==> config.mk <==
export PLATFORM = sky130hd
export DESIGN_NAME = cacc
export DESIGN_NICKNAME = d
export VERILOG_FILES = /design/src/rtl/cacc.sv
export SDC_FILE = /design/constraint.sdc
export NUM_CORES = 1
export LEC_CHECK = 0
export ABC_AREA = 1
export BUFFER_PORTS_ARGS = -buffer_cell sky130_fd_sc_hd__buf_2
export CAP_MARGIN = 40
export CORE_AREA = 5 5 86 88
export CTS_CLUSTER_DIAMETER = 150
export DETAILED_ROUTE_END_ITERATION = 10
export DIE_AREA = 0 0 91 93
export HOLD_SLACK_MARGIN = 0.15
export SETUP_SLACK_MARGIN = 0.2
export SLEW_MARGIN = 20
export SYNTH_ARGS = -nofsm -noshare
export SYNTH_HDL_FRONTEND = slang
export SYNTH_SLANG_ARGS = --single-unit
==> constraint.sdc <==
create_clock -name clk -period 3.9 [get_ports clk]
set_input_delay 0.195 -clock clk [delete_from_list [all_inputs] [get_ports clk]]
set_output_delay 0.195 -clock clk [all_outputs]
set_load 0.01 [all_outputs]
==> src/rtl/cacc.sv <==
// Complex accumulator: sums LEN signed products per frame into ACC_W-bit real/imag totals.
// Define CACC_SAT_EN to saturate additions and raise a sticky overflow flag (default: wrap, ovf=0).
module cacc #(
    parameter int WIDTH = 8,
    parameter int ACC_W = 12,
    parameter int LEN   = 16
) (
    input  logic                    clk,
    input  logic                    rst,
    input  logic                    enable,
    input  logic                    start,
    input  logic                    in_valid,
    input  logic signed [WIDTH-1:0] mulr,
    input  logic signed [WIDTH-1:0] muli,
    output logic signed [ACC_W-1:0] accr,
    output logic signed [ACC_W-1:0] acci,
    output logic                    out_valid,
    output logic                    busy,
    output logic                    ovf
);

    localparam int CNT_W = $clog2(LEN + 1);
    localparam logic [CNT_W-1:0] LAST_CNT = CNT_W'(LEN - 1);

    typedef enum logic [1:0] {IDLE, ACCUM, DONE} state_t;

    state_t                   state_q, state_d;
    logic [CNT_W-1:0]         cnt_q, cnt_d;
    logic signed [ACC_W-1:0]  accr_q, accr_d;
    logic signed [ACC_W-1:0]  acci_q, acci_d;
    logic                     out_valid_q, out_valid_d;
    logic                     ovf_q, ovf_d;
    logic [ACC_W:0]           sum_r, sum_i;

    // Returns {overflow, sum}; overflow can only be set when saturation is built in.
    function automatic logic [ACC_W:0] acc_add(input logic signed [ACC_W-1:0] a,
                                               input logic signed [ACC_W-1:0] b);
`ifdef CACC_SAT_EN
        logic [ACC_W:0] s;
        s = {a[ACC_W-1], a} + {b[ACC_W-1], b};
        if (s[ACC_W] != s[ACC_W-1]) begin
            if (s[ACC_W])
                return {1'b1, 1'b1, {(ACC_W-1){1'b0}}};
            else
                return {1'b1, 1'b0, {(ACC_W-1){1'b1}}};
        end
        return {1'b0, s[ACC_W-1:0]};
`else
        return {1'b0, a + b};
`endif
    endfunction

    assign sum_r = acc_add(accr_q, ACC_W'(mulr));
    assign sum_i = acc_add(acci_q, ACC_W'(muli));

    always_comb begin
        state_d     = state_q;
        cnt_d       = cnt_q;
        accr_d      = accr_q;
        acci_d      = acci_q;
        ovf_d       = ovf_q;
        out_valid_d = 1'b0;
        case (state_q)
            IDLE: begin
                if (start) begin
                    state_d = ACCUM;
                    cnt_d   = '0;
                    accr_d  = '0;
                    acci_d  = '0;
                    ovf_d   = 1'b0;
                end
            end
            ACCUM: begin
                // A restart wins over the sample presented in the same cycle.
                if (start) begin
                    cnt_d  = '0;
                    accr_d = '0;
                    acci_d = '0;
                    ovf_d  = 1'b0;
                end else if (in_valid) begin
                    accr_d = sum_r[ACC_W-1:0];
                    acci_d = sum_i[ACC_W-1:0];
                    ovf_d  = ovf_q | sum_r[ACC_W] | sum_i[ACC_W];
                    cnt_d  = cnt_q + CNT_W'(1);
                    if (cnt_q == LAST_CNT) begin
                        state_d     = DONE;
                        out_valid_d = 1'b1;
                    end
                end
            end
            DONE:    state_d = IDLE;
            default: state_d = IDLE;
        endcase
    end

    always_ff @(posedge clk) begin
        if (rst) begin
            state_q     <= IDLE;
            cnt_q       <= '0;
            accr_q      <= '0;
            acci_q      <= '0;
            out_valid_q <= 1'b0;
            ovf_q       <= 1'b0;
        end else if (enable) begin
            state_q     <= state_d;
            cnt_q       <= cnt_d;
            accr_q      <= accr_d;
            acci_q      <= acci_d;
            out_valid_q <= out_valid_d;
            ovf_q       <= ovf_d;
        end
    end

    assign accr      = accr_q;
    assign acci      = acci_q;
    assign out_valid = out_valid_q;
    assign busy      = (state_q == ACCUM);
    assign ovf       = ovf_q;

endmodule
==> results by stage <==
Clocking:
- The number of buffers inserted for hold repair after clock tree synthesis is 0.
- Buffers added to address setup during post-CTS repair amount to 0.
- The count of instances resized after the clock tree is built is 0.
- TritonCTS built the clock tree.
- The total clock buffers created by CTS is 5.
- The total number of H-tree levels is 2.
- Clock tree synthesis found a total of 32 sinks.
- The later pin in the worst-skew pair is clocked with a latency of between 200 and 300 ps.
- The buffer levels on the longest clock path is 2.
- The clock root buffer is clkbuf_8.
- The clock slew at the register clock pins of the worst setup and hold paths is about 70 ps.

Critical path:
- The category of the worst setup path launch point is a flop.
- The maximum fanout encountered on the critical timing path is 25.
- The critical path data arrival time is ~2000 ps.
- STA classifies the critical path endpoint as a flop.
- The critical path is of the flop to flop type.
- For the worst setup path, the data required time is approximately 4000 ps.

Placement:
- In this run the tool buffered the top-level ports with 46 buffer cells.
- At the end of routability-driven placement, the weighted congestion stood at 0.870.
- Detailed placement ended at an HPWL of 4.76 mm.

Global routing:
- The number of global-route vias before repair is approximately 2400.
- The maximum number of pins on one net before global-route repair is 30.
- In the global route stage, overall resource usage came out at between 10% and 20%.
- The total congestion overflow is 0.
- The initial antenna violation count is 0.
- The first global-routing pass estimated 10.4 mm of wire.

Logic synthesis:
- The leading area contributor after synthesis is dfxtp_1.
- Counting every net in the synthesized netlist gives about 440.
- Yosys mapped the design onto 27 distinct sky130hd cell types.
- The share of synthesized area occupied by flip-flops and latches is 25.3%.
- The fraction of post-synthesis cell area in the top cell type by area is 25.3%.
- The synthesis warning total is 0.
- In the post-synthesis netlist, the biggest area contributors are dfxtp_1 (25%), nand2_1 (20%), ha_1 (12%).
- Synthesis handed over a netlist of just under 400 instances.
- A synthesized cell averages roughly 6.4 µm².
- The netlist area before placement is roughly 2500 µm².
- The register bit total from synthesis is 32.

Flow run:
- Max-cap violations in this run came to 0.

Routing:
- The met2 wire length is between 3 and 4 mm.
- For this block, the routed nets add up to approximately 6.3 mm of wire.
- The uppermost signal routing layer after detailed routing is met4.
- The routed layout has about 2600 vias.
- The residual DRC count is 0.
- Using the TritonRoute via totals, the vias-per-cell ratio works out to 4.94.
- The number of DRC markers after the initial detailed-route iteration is 92.
- In the final routed layout, each cell accounts on average for 12.0 µm.
- The sum of routed wire segments on met1 is about 2.9 mm.
- For this run, the detailed router's first-pass iteration total came to 4.
- Once detail routing completed, the nets flagged for antenna violations numbered 0.
- In the detailed route, the total length drawn on met3 is ~300 µm.

Timing:
- The pin slew with the least headroom to its limit is slightly above 600 ps.
- The minimum clock period is between 1500 and 2000 ps.
- The clock skew after layout is between 5 and 6 ps.
- The final-report max-slew violation count is 0.
- For this run, the top clock speed supported by timing is about 0.56 GHz.
- Setup repair after global routing left no endpoint under its margin.
- The number of endpoints with negative hold slack in the final report is 0.
- The relative slew slack is about three fifths.
- Setup violations remaining at the end of the flow were counted as 0.
- The fraction of the cycle the final worst path needs is a little under half.
- Hold timing on the final database bottoms out at a slack of 237 ps.
- The sum of negative setup slack is 0 ps.

Finish:
- The area growth from synthesis to final layout is 15.4%.
- In the final design database the tool counted between 400 and 500 nets.
- The layout has 718 filler cells.
- Of the cells placed in the final design, the portion with a size suffix greater than 1 is 15.8%.
- The number of antenna diodes in the final layout is 0.

Floorplanning:
- Once the floorplan was initialized, standard cells occupied 38.6% of the core.
- From left edge to right edge, the die measures ~91 µm.
- The floorplan step set the die height to between 90 and 100 µm.
- In this run the standard cell core region covers ~6600 µm².
- The initialized floorplan defines 30 standard-cell rows.
- The area enclosed by the die boundary is between 8000 and 9000 µm².
- The count of boundary I/O pins is 48.

Status:
- The run finished with clean final reports.

Power and ir drop:
- The leakage power summed over all cells is between 1.5 and 2 nW.
- The worst-case IR drop observed on VDD is approximately 0.17 mV.
- The total power density per cell area is approximately 280 nW/µm².

Worst hold path:
- The tightest min-delay check is of the primary input to flop type.
sequential cells by signal, indices dropped and copies added (netlist names):
register	flops
accr	12
out_valid	1
acci	12
cnt_q	5
state_q	2
cell usage in the layout, fill, tap and decap left out, types with 3 or more instances in the layout:
master | Yosys | routed
nand2_1 | 134 | 134
inv_1 | 47 | 47
buf_2 | 0 | 46
nand3_1 | 39 | 39
a21oi_1 | 38 | 38
dfxtp_1 | 32 | 32
nor2_1 | 26 | 26
ha_1 | 24 | 24
nand4_1 | 9 | 9
or2_2 | 8 | 8
o21ai_0 | 5 | 5
clkbuf_8 | 0 | 5
xnor2_1 | 4 | 4
inv_2 | 3 | 3
through the flow:
stage          utilization, %  std cells  setup slack [ps]  area [µm²]  total power, mW
2_1_floorplan               -        396              2270        2530            0.448
3_3_place_gp             42.5        513              1930        2790            0.482
3_5_place_dp             42.5        513              1900        2790            0.484
4_1_cts                  44.1        521              1880        2900            0.810
5_1_grt                  44.5        522              1930        2930            0.842
6_report                 44.5        522              2130        2930            0.805
cell families after synthesis:
logic type / count (synthesis) / synth area share (%)
xor gates and xnor gates: 6 / 2.07
adders and majority gates: 26 / 13.4
DFF: 32 / 25.3
other: 1 / 0.148
buffers and inverters: 59 / 10.4
and+or+nand+nor: 224 / 38.0
AOI/OAI and AO/OA: 48 / 10.8
synthesized netlist by cell type:
cell / n
nor2_4: 2
dfxtp_1: 32
nand3_1: 39
inv_2: 3
clkbuf_1: 3
and3_1: 1
o21ai_0: 5
a21oi_1: 38
buf_4: 1
buf_6: 5
nand2_1: 134
nand3b_1: 2
a211oi_1: 1
xor2_1: 2
nand4_1: 9
o211ai_4: 1
nor2_1: 26
xnor2_1: 4
inv_1: 47
or2_2: 8
fa_1: 2
a21oi_4: 1
nor2_2: 1
nor3_1: 2
a31oi_1: 2
ha_1: 24
conb_1: 1
critical path: stages, from the launching register on:
cell	delay, ps
dfxtp_1	420
nor2_1	100
a21oi_4	170
o211ai_4	180
nor2_4	530
nand3_1	150
a21oi_1	160
cell type report:
class	instances	area [µm²]	area share (%)
sequential	32	641	21.9
tap	80	100	3.42
inverter	50	188	6.42
clock buffer	6	72.6	2.48
clock inverter	2	35.0	1.20
timing repair buffer	47	258	8.81
multi-input combinational	305	1630	55.8
report_power, final:
group / internal (mW) / total [mW] / leakage (nW) / switching [mW]
registers: 0.333 / 0.338 / 0.259 / 0.00507
clock network: 0.190 / 0.324 / 0.0552 / 0.134
logic: 0.0553 / 0.143 / 1.21 / 0.0879
total: 0.578 / 0.805 / 1.52 / 0.227
metal layers:
| metal | vias up | global-route usage, % |
|---|---|---|
| met5 | - | 0 |
| met4 | 0 | 5.01 |
| met3 | 6 | 3.54 |
| met2 | 44 | 25.8 |
| met1 | 1159 | 17.6 |
| li1 | 1368 | - |
path summary, 6_finish.rpt:
check,from,endpoint,slack [ps],cells past startpoint
setup / recovery,state_q[1]$_SDFFE_PP0P_,acci[10]$_SDFFE_PP0P_,2130,6
setup reg to reg,state_q[1]$_SDFFE_PP0P_,acci[10]$_SDFFE_PP0P_,2130,6
hold / removal,enable,state_q[1]$_SDFFE_PP0P_,240,4
hold reg to reg,out_valid$_SDFFE_PP0P_,out_valid$_SDFFE_PP0P_,460,2
No activity file was read; power rests on OpenSTA's default activity.
